[src/rtl/priority_shift_reg_if.sv]
// Control, data and status bundle for priority_shift_reg.
// The master drives the controls; the slave (the register) returns q and the burst status.
interface priority_shift_reg_if #(
  parameter int WIDTH = 8
);
  logic             pre;
  logic             load;
  logic [WIDTH-1:0] load_data;
  logic             en;
  logic [WIDTH-1:0] din;
  logic             start;
  logic             dir;
  logic             rot;
  logic             ser_in;
  logic [WIDTH-1:0] q;
  logic             ser_out;
  logic             busy;
  logic             done;

  modport master (
    output pre, load, load_data, en, din, start, dir, rot, ser_in,
    input  q, ser_out, busy, done
  );

  modport slave (
    input  pre, load, load_data, en, din, start, dir, rot, ser_in,
    output q, ser_out, busy, done
  );
endinterface

[src/rtl/priority_shift_reg.sv]
// WIDTH-bit register with a fixed priority ladder: clear > preset > load > burst/capture.
// A start pulse launches a burst of exactly BURST one-bit shifts or rotates, with serial out.
module priority_shift_reg #(
  parameter int               WIDTH      = 8,
  parameter logic [WIDTH-1:0] PRESET_VAL = {WIDTH{1'b1}},
  parameter int               BURST      = 8
) (
  input  logic                 clk,
  input  logic                 clr,
  priority_shift_reg_if.slave  bus
);

  localparam int             CW   = $clog2(BURST + 1);
  localparam logic [CW-1:0]  LAST = CW'(BURST - 1);

  typedef enum logic {
    IDLE  = 1'b0,
    SHIFT = 1'b1
  } state_t;

  state_t           state_q, state_d;
  logic [WIDTH-1:0] q_q, q_d;
  logic             ser_out_q, ser_out_d;
  logic             done_q, done_d;
  logic [CW-1:0]    count_q, count_d;
  logic             dir_q, dir_d;
  logic             rot_q, rot_d;

  always_comb begin
    state_d   = state_q;
    q_d       = q_q;
    ser_out_d = ser_out_q;
    done_d    = 1'b0;
    count_d   = count_q;
    dir_d     = dir_q;
    rot_d     = rot_q;

    if (!bus.pre) begin
      q_d     = PRESET_VAL;
      state_d = IDLE;
      count_d = '0;
    end else if (!bus.load) begin
      q_d     = bus.load_data;
      state_d = IDLE;
      count_d = '0;
    end else if (state_q == SHIFT) begin
      // The leaving bit feeds ser_out and, in rotate mode, re-enters at the far end
      if (!dir_q) begin
        ser_out_d = q_q[0];
        q_d       = {(rot_q ? q_q[0] : bus.ser_in), q_q[WIDTH-1:1]};
      end else begin
        ser_out_d = q_q[WIDTH-1];
        q_d       = {q_q[WIDTH-2:0], (rot_q ? q_q[WIDTH-1] : bus.ser_in)};
      end
      count_d = count_q + 1'b1;
      if (count_q == LAST) begin
        state_d = IDLE;
        done_d  = 1'b1;
      end
    end else if (bus.start) begin
      state_d = SHIFT;
      count_d = '0;
      dir_d   = bus.dir;
      rot_d   = bus.rot;
    end else if (bus.en) begin
      q_d = bus.din;
    end
  end

  always_ff @(posedge clk) begin
    if (!clr) begin
      state_q   <= IDLE;
      q_q       <= '0;
      ser_out_q <= 1'b0;
      done_q    <= 1'b0;
      count_q   <= '0;
      dir_q     <= 1'b0;
      rot_q     <= 1'b0;
    end else begin
      state_q   <= state_d;
      q_q       <= q_d;
      ser_out_q <= ser_out_d;
      done_q    <= done_d;
      count_q   <= count_d;
      dir_q     <= dir_d;
      rot_q     <= rot_d;
    end
  end

  assign bus.q       = q_q;
  assign bus.ser_out = ser_out_q;
  assign bus.busy    = (state_q == SHIFT);
  assign bus.done    = done_q;

endmodule

[src/flat_wrapper.sv]
// flat-port wrapper written by rule: the top's interface ports become plain ports
module priority_shift_reg_flat 
#(
  parameter int               WIDTH      = 8,
  parameter logic [WIDTH-1:0] PRESET_VAL = {WIDTH{1'b1}},
  parameter int               BURST      = 8
)
  (clk, clr, bus_pre, bus_load, bus_load_data, bus_en, bus_din, bus_start, bus_dir, bus_rot, bus_ser_in, bus_q, bus_ser_out, bus_busy, bus_done);
  priority_shift_reg_if #(.WIDTH(WIDTH)) bus_i ();
  input  logic clk;
  input  logic clr;
  input wire logic [$bits(bus_i.pre)-1:0] bus_pre;
  input wire logic [$bits(bus_i.load)-1:0] bus_load;
  input wire logic [$bits(bus_i.load_data)-1:0] bus_load_data;
  input wire logic [$bits(bus_i.en)-1:0] bus_en;
  input wire logic [$bits(bus_i.din)-1:0] bus_din;
  input wire logic [$bits(bus_i.start)-1:0] bus_start;
  input wire logic [$bits(bus_i.dir)-1:0] bus_dir;
  input wire logic [$bits(bus_i.rot)-1:0] bus_rot;
  input wire logic [$bits(bus_i.ser_in)-1:0] bus_ser_in;
  output wire logic [$bits(bus_i.q)-1:0] bus_q;
  output wire logic [$bits(bus_i.ser_out)-1:0] bus_ser_out;
  output wire logic [$bits(bus_i.busy)-1:0] bus_busy;
  output wire logic [$bits(bus_i.done)-1:0] bus_done;
  assign bus_i.pre = bus_pre;
  assign bus_i.load = bus_load;
  assign bus_i.load_data = bus_load_data;
  assign bus_i.en = bus_en;
  assign bus_i.din = bus_din;
  assign bus_i.start = bus_start;
  assign bus_i.dir = bus_dir;
  assign bus_i.rot = bus_rot;
  assign bus_i.ser_in = bus_ser_in;
  assign bus_q = bus_i.q;
  assign bus_ser_out = bus_i.ser_out;
  assign bus_busy = bus_i.busy;
  assign bus_done = bus_i.done;
  priority_shift_reg #(.WIDTH(WIDTH), .PRESET_VAL(PRESET_VAL), .BURST(BURST)) u_core (.clk(clk), .clr(clr), .bus(bus_i));
endmodule
[config.mk]
export PLATFORM = sky130hd
export DESIGN_NAME = priority_shift_reg_flat
export DESIGN_NICKNAME = d
export VERILOG_FILES = /design/src/rtl/priority_shift_reg_if.sv /design/src/rtl/priority_shift_reg.sv /design/src/flat_wrapper.sv
export SDC_FILE = /design/constraint.sdc
export NUM_CORES = 1
export LEC_CHECK = 0
export CAP_MARGIN = 10
export CORE_ASPECT_RATIO = 1.25
export CORE_MARGIN = 1.5
export CORE_UTILIZATION = 44
export CTS_CLUSTER_DIAMETER = 100
export DETAILED_ROUTE_END_ITERATION = 12
export PLACE_DENSITY = 0.82
export SYNTH_ARGS = -nofsm -noshare
export SYNTH_HDL_FRONTEND = slang
export SYNTH_SLANG_ARGS = --single-unit
export TNS_END_PERCENT = 20
[constraint.sdc]
create_clock -name clk -period 1.5 [get_ports clk]
set_input_delay 0.225 -clock clk [delete_from_list [all_inputs] [get_ports clk]]
set_output_delay 0.225 -clock clk [all_outputs]
set_load 0.01 [all_outputs]
==> results of run 1 <==
[where the power goes]
part | switching (mW) | leakage [nW] | internal (mW)
sequential | 0.0269 | 0.141 | 0.477
clock | 0.141 | 0.0150 | 0.103
combinational | 0.103 | 0.422 | 0.147
[path summary, 6_finish.rpt]
kind,to
setup / recovery,bus_q[6]
hold / removal,u_core.bus.ser_out$_SDFFE_PN0P_
setup reg to reg,u_core.bus.q[1]$_SDFFE_PN0P_
hold reg to reg,u_core.bus.ser_out$_SDFFE_PN0P_
[kinds of logic (layout without fill, tap and decap cells)]
group,count (synthesis),count (layout)
AO/OA/AOI/OAI,45,45
AND/OR/NAND/NOR,32,32
flip-flops,17,17
buffers and inverters,17,56
multiplexers,10,10
adder cells (fa/ha/maj),1,1
XOR/XNOR,1,1
[metrics by stage]
step	power (mW)	hold slack [ps]	setup slack, ps	setup TNS [ps]	cell area, sq um
final	0.998	517	50.0	0	1440
after global placement	0.753	475	4.72	0	1400
after CTS	1.00	519	1.27	0	1430
after detailed placement	0.759	495	-40.8	-161	1400
after global routing	1.05	531	4.63	0	1440
after floorplan	0.623	389	350	0	1010
[registers in the layout, indices dropped and copies added, names as in the netlist]
name and cells:
u_core.bus.q 8, u_core.bus.done 1, u_core.bus.busy 1, u_core.bus.ser_out 1, u_core.rot_q 1, u_core.count_q 4
u_core.dir_q 1
[metal layers]
| layer | global-route usage [%] | vias to the layer above | wire, um |
|---|---|---|---|
| met1 | 27.1 | 461 | 1060 |
| met5 | 0 | - | 0 |
| met3 | 3.22 | 2 | 106 |
| li1 | - | 519 | - |
| met2 | 37.1 | 29 | 1370 |
| met4 | 5.71 | 0 | 16 |
[synthesized netlist by cell type (all sizes together)]
cell type / number / share of area (%)
a41oi: 1 / 1.6
nand3b: 1 / 0.74
a31oi: 1 / 0.62
nand2b: 4 / 3.2
a211oi: 2 / 1.5
o21ai: 20 / 9.9
nand2: 4 / 1.5
o221a: 1 / 1.1
o211a: 1 / 0.99
buf: 8 / 6.2
nand4b: 2 / 3.2
nor3b: 1 / 0.74
dfxtp: 17 / 34
clkbuf: 1 / 0.37
nor2: 10 / 3.7
nor3: 1 / 0.50
o221ai: 1 / 0.87
mux2i: 10 / 9.9
a21oi: 18 / 8.9
nand4: 1 / 0.62
xor2: 1 / 0.87
and3: 1 / 0.62
inv: 8 / 3.0
and4b: 1 / 0.99
nand3: 3 / 1.5
nor2b: 3 / 1.9
ha: 1 / 1.2
[cell type report]
type / count / area (sq um) / area share, %
clock buffer: 4 / 26.3 / 1.83
multi-input combinational: 89 / 573 / 39.9
inverter: 8 / 30.0 / 2.09
timing repair buffer: 44 / 420 / 29.3
tap: 31 / 38.8 / 2.70
sequential: 17 / 348 / 24.2
[placed cells by master (no fill, tap or decap), types with 4 or more instances in the layout]
master	instances
clkdlybuf4s50_1	34
a21oi_1	18
dfxtp_1	11
mux2i_1	10
o21ai_0	10
nor2_1	10
o21ai_1	10
buf_4	9
inv_1	8
dfxtp_2	6
nand2_1	4
[timing repair]
item,4_1_cts,5_1_grt
setup endpoints to repair,1,6
hold buffers,0,0
gates resized for setup,1,6
==> run_results.csv, run 1 <==
group,metric,value,unit
setup_path,cp-startpoint,"u_core.bus.q[6]$_SDFFE_PN0P_",
cts,h-tree-depth,1,
timing,timing.final.crit_share,96.7,%
global_routing,grt_pass1_wl,4.29,mm
setup_path,crit_chain,"clkdlybuf4s50_1",
detailed_routing,drt_wl_total,2.55,mm
die,fp.coreArea,2190,sq um
power_and_ir_drop,leakage,0.578,nW
placed_design,hpwl,1.97,mm
placed_design,gp_congestion,0.832,
run_status,status,"completed",
timing,worst-slew-pin-transition,345,ps
detailed_routing,via_per_inst,5.24,
synthesis,synth_xor_area_share,0.867,%
setup_path,cp.required,1270,ps
setup_path,timing.critical_path.max_delay_family,"buffers and inverters",
cells_and_area,diodes,0,
detailed_routing,antenna_left,0,
synthesis,syn_area_per_cell,8.21,sq um
detailed_routing,vias,1011,
global_routing,track_usage,21.7,%
setup_path,crit_type,"reg -> out",
timing,hold_viol,0,
synthesis,synth.area.mux_share,9.91,%
detailed_routing,wl_per_cell,13.2,um
placed_design,dpl.cell_count,189,
detailed_routing,drc_errors,0,
synthesis,synth_top_family_by_area,"compound AO/OA/AOI/OAI gates",
min_path,hold_depth,1,
timing,clock_skew,0.693,ps
setup_path,critPathArrivalTime,1220,ps
die,initial_utilization,46.2,%
setup_path,worstSetupEndpointType,"primary output",
placed_design,io_buffers,35,
synthesis,yosysWarnings,0,
setup_path,r2r_cells,5,
cells_and_area,utilization,65.7,%
timing,report.final.slew_viol_count,0,
min_path,hold_class,"reg -> reg",
die,die-area,2590,sq um
setup_path,path_depth,1,
timing,finalCriticalPeriod,1450,ps
timing,setup_viol,0,
die,die-width,45.8,um
cts,root_buffer,"clkbuf_4",
global_routing,grt_max_degree,18,
cts,cts_made_buffers,3,
min_path,hold_start,"u_core.bus.ser_out$_SDFFE_PN0P_",
cts,cts_sinks,17,
global_routing,grt_overflow,0,
cts,post-cts-setup-buffers,0,
setup_path,slowest_stage,"clkdlybuf4s50_1",
synthesis,yosysSeqAreaShare,33.7,%
setup_path,r2r_slack,100,ps
cells_and_area,fin_cells,193,
cts,cts.path.max_buffers,2,
die,placementRows,19,
cells_and_area,area_growth,42.3,%
global_routing,grt_pass1_vias,985,
synthesis,synthSimpleGateAreaFrac,19.2,%
setup_path,path_buf_inv,1,
detailed_routing,drt-initial-drc-count,20,
flow_run,drv_cap,0,
power_and_ir_drop,p_per_area,694,nW/um^2
die,fp.dieH,56.6,um
cts,clock_latency,280,ps
synthesis,synth.cell_area,1010,sq um
power_and_ir_drop,peakVddDrop,0.542,mV
cells_and_area,drive_gt1_share,13.0,%
die,pin_count,36,
global_routing,antenna_found_initial,0,
timing,fmax,690,MHz
detailed_routing,dr.pass1.iters,4,
cts,clk_pin_slew_worst_paths,100,ps
setup_path,r2r-start,"u_core.dir_q$_SDFFE_PN0P_",
synthesis,synth_cell_types,32,
setup_path,path_max_fanout,4,
synthesis,synthAdderAreaFrac,1.24,%
synthesis,synth-compound-area-share,25.5,%
timing,relSlewSlack,77.0,%
cells_and_area,fillers,198,
timing,rsz0062_at_grt,"false",
setup_path,crit_path_max_incr_delay,550,ps
setup_path,start_kind,"flop",
cts,cts_tree,"built",
synthesis,ys_ff_latch,17,
synthesis,synth_cells,123,
cells_and_area,nets,189,
synthesis,synthesis.nets,149,
Power figures use the tool's default switching activity.
==> run 2, diff against run 1 <==
CORE_MARGIN = 2   (was 1.5)
CTS_CLUSTER_DIAMETER = 80   (was 100)
==> run_results.csv, run 2 (synthesis results as in run 1) <==
group,metric,value,unit
run_status,status,"completed",
placed_design,placed_cell_area,1410,sq um
setup_path,timing.critical_path.max_delay_family,"buffers and inverters",
cells_and_area,drive_gt1_share,13.0,%
cts,post-cts-setup-buffers,0,
cells_and_area,final_common_cell,"clkdlybuf4s50_1",
cells_and_area,diodes,0,
cells_and_area,largest_reg_flops,8,
min_path,hold_class,"reg -> reg",
global_routing,grt_pass1_wl,3.60,mm
timing,clock_skew,4.11,ps
power_and_ir_drop,peakVddDrop,0.463,mV
global_routing,use_met2,29.2,%
timing,rsz0062_at_grt,"false",
power_and_ir_drop,p_per_area,692,nW/um^2
cts,clk_pin_slew_worst_paths,100,ps
global_routing,top_usage_layer,"met2",
cts,cts_resized,3,
cts,ctsHoldBuffers,0,
cells_and_area,nets,188,
placed_design,dpl.cell_count,188,
timing,report.final.slew_viol_count,0,
timing,fmax,679,MHz
setup_path,r2r_slack,300,ps
global_routing,grt_max_degree,32,
global_routing,grt_pass1_vias,845,
cells_and_area,area_growth,43.6,%
cts,cts_sinks,17,
cells_and_area,utilization,66.3,%
setup_path,slowest_stage,"clkdlybuf4s50_1",
flow_run,drv_cap,0,
global_routing,antenna_found_initial,0,
setup_path,crit_chain,"clkdlybuf4s50_1",
timing,relSlewSlack,83.8,%
setup_path,cp.required,1270,ps
die,fp.dieH,57.6,um
setup_path,cp-startpoint,"u_core.bus.q[2]$_SDFFE_PN0P_",
die,pin_count,36,
timing,finalCriticalPeriod,1470,ps
cells_and_area,layout_common_cells,"31 x clkdlybuf4s50_1, 18 x a21oi_1, 11 x dfxtp_1",
setup_path,path_depth,1,
detailed_routing,drc_errors,0,
power_and_ir_drop,leakage,0.615,nW
detailed_routing,drt-initial-drc-count,25,
die,die-area,2700,sq um
setup_path,crit_path_end,"bus_q[2]",
cells_and_area,fin_cells,192,
setup_path,path_max_fanout,4,
cells_and_area,finalInstanceArea,1450,sq um
cts,cts.path.max_buffers,2,
cts,h-tree-depth,1,
setup_path,r2r-start,"u_core.bus.busy$_SDFF_PN0_",
timing,worst-slew-pin-transition,242,ps
timing,hold_viol,0,
setup_path,rr_endpoint,"u_core.bus.q[7]$_SDFFE_PN0P_",
detailed_routing,dr.pass1.iters,4,
setup_path,path_buf_inv,1,
detailed_routing,antenna_left,0,
setup_path,crit_path_max_incr_delay,550,ps
setup_path,worstSetupEndpointType,"primary output",
timing,setup_viol,0,
detailed_routing,vias,1020,
cts,cts_made_buffers,3,
setup_path,r2r_cells,3,
timing,fin_hold_ws,511,ps
min_path,hold_start,"u_core.count_q[2]$_SDFFE_PN0P_",
die,fp.coreArea,2190,sq um
detailed_routing,wl_per_cell,13.1,um
global_routing,grt_overflow,0,
detailed_routing,via_per_inst,5.31,
detailed_routing,drt_wl_total,2.51,mm
setup_path,critPathArrivalTime,1250,ps
timing,timing.final.crit_share,98.2,%
die,initial_utilization,46.2,%
global_routing,grtUsageMet1,23.1,%
timing,timing.setup.tns,0,ps
global_routing,track_usage,18.5,%
setup_path,crit_type,"reg -> out",
placed_design,gp_congestion,0.762,
cts,cts_tree,"built",
global_routing,grt_use_met3,2.85,%
cts,clock_latency,300,ps
die,die-width,46.8,um
placed_design,io_buffers,35,
placed_design,hpwl,1.85,mm
cts,root_buffer,"clkbuf_4",
setup_path,start_kind,"flop",
die,placementRows,19,
## run 2: cell count changes in the layout (fill, tap and decap cells not counted)
| cell | previous run | this run |
|---|---|---|
| clkdlybuf4s50_1 | 34 | 31 |
| dlymetal6s2s_1 | 1 | 4 |
| buf_4 | 9 | 7 |
| buf_12 | 0 | 1 |
| clkbuf_1 | 1 | 0 |
| clkinv_2 | 0 | 1 |
## run 2: area by class of cell
| cell class | instances | area (sq um) |
|---|---|---|
| sequential | 17 | 348 |
| timing repair buffer | 43 | 433 |
| tap | 31 | 38.8 |
| inverter | 8 | 30.0 |
| fill | 213 | 737 |
| clock buffer | 3 | 22.5 |
| multi-input combinational | 89 | 573 |
| clock inverter | 1 | 5.00 |
## run 2: worst min-delay path by stage
stage,end,depth (start not counted)
floorplan,u_core.bus.q[0]$_SDFFE_PN0P_,2
global placement,u_core.count_q[2]$_SDFFE_PN0P_,1
detailed placement,u_core.count_q[2]$_SDFFE_PN0P_,1
CTS,u_core.count_q[2]$_SDFFE_PN0P_,1
global route,u_core.count_q[2]$_SDFFE_PN0P_,1
finish,u_core.count_q[2]$_SDFFE_PN0P_,1
## run 2: routing by layer
metal | routed length (um) | part of all wire, %
met5 | 0 | 0
met4 | 64 | 2.6
met3 | 148 | 5.9
met2 | 1220 | 49
met1 | 1080 | 43
## run 2: worst register-to-register path, stage by stage (launching register included)
cell,delay [ps]
dfxtp_2,350
buf_12,160
nand4b_4,280
o221a_1,310
## run 2: where the power goes
group	internal, mW	switching (mW)	total (mW)
registers	0.477	0.0257	0.503
clock network	0.0997	0.155	0.254
logic	0.146	0.102	0.247
## run 2: through the flow
stage          setup WS [ps]  total power [mW]
6_report                27.6              1.00
5_1_grt                 3.39              1.05
4_1_cts                 10.3              1.01
3_5_place_dp            3.00             0.758
3_3_place_gp            20.6             0.753
2_1_floorplan            350             0.623
==> run 3, diff against run 2 <==
CORE_MARGIN = default   (was 2)
==> run_results.csv, run 3 (synthesis results as in run 1) <==
group,metric,value,unit
setup_path,crit_chain,"clkdlybuf4s50_1",
timing,timing.final.crit_share,97.4,%
cts,cts_tree,"built",
run_status,status,"completed",
cts,cts.path.max_buffers,2,
cells_and_area,diodes,0,
die,fp.coreArea,2190,sq um
placed_design,hpwl,1.91,mm
setup_path,path_max_fanout,4,
cts,clk_pin_slew_worst_paths,110,ps
power_and_ir_drop,p_per_area,685,nW/um^2
cts,cts_sinks,17,
detailed_routing,antenna_left,0,
power_and_ir_drop,peakVddDrop,0.534,mV
setup_path,crit_type,"reg -> out",
global_routing,grt_pass1_vias,935,
die,die-area,2490,sq um
min_path,hold_class,"reg -> reg",
setup_path,path_depth,1,
timing,report.final.slew_viol_count,0,
die,pin_count,36,
detailed_routing,wl_per_cell,12.6,um
detailed_routing,vias,1043,
timing,timing.setup.tns,0,ps
cells_and_area,drive_gt1_share,15.2,%
detailed_routing,via_per_inst,5.35,
timing,clock_skew,7.23,ps
setup_path,critPathArrivalTime,1240,ps
setup_path,rr_endpoint,"u_core.bus.q[1]$_SDFFE_PN0P_",
detailed_routing,drc_errors,0,
die,fp.dieH,55.6,um
detailed_routing,drt_wl_total,2.45,mm
setup_path,path_buf_inv,1,
setup_path,r2r-start,"u_core.dir_q$_SDFFE_PN0P_",
cells_and_area,fin_cells,195,
cts,h-tree-depth,1,
cells_and_area,fillers,200,
timing,finalCriticalPeriod,1460,ps
die,initial_utilization,46.2,%
setup_path,timing.critical_path.max_delay_family,"buffers and inverters",
setup_path,start_kind,"flop",
setup_path,r2r_slack,210,ps
timing,setup_viol,0,
placed_design,dpl.cell_count,191,
timing,fmax,684,MHz
cts,clock_latency,290,ps
global_routing,track_usage,20.7,%
cells_and_area,layout_common_cells,"34 x clkdlybuf4s50_1, 18 x a21oi_1",
setup_path,r2r_cells,5,
die,die-width,44.8,um
setup_path,crit_path_max_incr_delay,550,ps
timing,hold_viol,0,
timing,relSlewSlack,75.2,%
cts,ctsHoldBuffers,0,
placed_design,io_buffers,35,
cts,root_buffer,"clkbuf_4",
die,placementRows,19,
global_routing,grt_overflow,0,
cells_and_area,area_growth,45.5,%
cells_and_area,largest_reg_flops,8,
global_routing,antenna_found_initial,0,
cts,post-cts-setup-buffers,0,
setup_path,crit_path_end,"bus_q[6]",
detailed_routing,drt-initial-drc-count,25,
setup_path,worstSetupEndpointType,"primary output",
cells_and_area,final_common_cell,"clkdlybuf4s50_1",
setup_path,cp-startpoint,"u_core.bus.q[6]$_SDFFE_PN0P_",
setup_path,cp.required,1270,ps
setup_path,slowest_stage,"clkdlybuf4s50_1",
detailed_routing,dr.pass1.iters,4,
timing,worst-slew-pin-transition,372,ps
flow_run,drv_cap,0,
global_routing,grt_max_degree,15,
timing,rsz0062_at_grt,"false",
cts,cts_made_buffers,3,
power_and_ir_drop,leakage,0.595,nW
cells_and_area,nets,191,
placed_design,gp_congestion,0.878,
global_routing,grt_pass1_wl,3.97,mm
## run 3: repair_timing
action	CTS	global route
cloned	0	0
gates resized for setup	3	6
setup endpoints to repair	3	6
pin swaps	0	0
## run 3: report_power, final
part / internal (mW) / switching (mW) / total [mW] / leakage, nW
sequential: 0.476 / 0.0287 / 0.505 / 0.142
combinational: 0.151 / 0.101 / 0.252 / 0.435
clock: 0.0991 / 0.150 / 0.250 / 0.0177
total: 0.726 / 0.280 / 1.01 / 0.595
## run 3: layout make-up
cell class | instances | area [sq um] | area share [%]
clock buffers | 3 | 22.5 | 1.53
flip-flops and latches | 17 | 352 | 23.9
clock inverters | 1 | 5.00 | 0.341
well taps | 31 | 38.8 | 2.64
multi-input cells | 89 | 573 | 39.0
repair buffers | 46 | 448 | 30.5
inverters | 8 | 30.0 | 2.04
## run 3: per-stage QoR
stage	power, mW	area [sq um]	setup WS (ps)	hold WS (ps)	utilization [%]
after global placement	0.759	1430	29.3	487	65.3
after global routing	1.06	1470	1.72	546	67.2
after CTS	1.01	1460	8.52	522	66.7
final	1.01	1470	38.4	517	67.2
after detailed placement	0.764	1430	-11.9	498	65.3
after floorplan	0.623	1010	350	389	-
## run 3: worst min-delay path by stage
stage,from,to,slack (ps),cells past startpoint
5_1_grt,u_core.count_q[2]$_SDFFE_PN0P_,u_core.count_q[2]$_SDFFE_PN0P_,550,1
4_1_cts,u_core.bus.ser_out$_SDFFE_PN0P_,u_core.bus.ser_out$_SDFFE_PN0P_,520,1
6_report,u_core.bus.ser_out$_SDFFE_PN0P_,u_core.bus.ser_out$_SDFFE_PN0P_,520,1
3_3_place_gp,u_core.count_q[2]$_SDFFE_PN0P_,u_core.count_q[2]$_SDFFE_PN0P_,490,1
3_5_place_dp,u_core.bus.ser_out$_SDFFE_PN0P_,u_core.bus.ser_out$_SDFFE_PN0P_,500,1
2_1_floorplan,clr,u_core.bus.q[0]$_SDFFE_PN0P_,390,2
## run 3: layer usage
| metal | vias to the layer above | track usage [%] | part of all wire (%) |
|---|---|---|---|
| li1 | 521 | - | - |
| met1 | 493 | 26.0 | 46 |
| met2 | 25 | 35.3 | 49 |
| met3 | 4 | 3.59 | 4.0 |
| met4 | 0 | 5.63 | 1.0 |
| met5 | - | 0 | 0 |
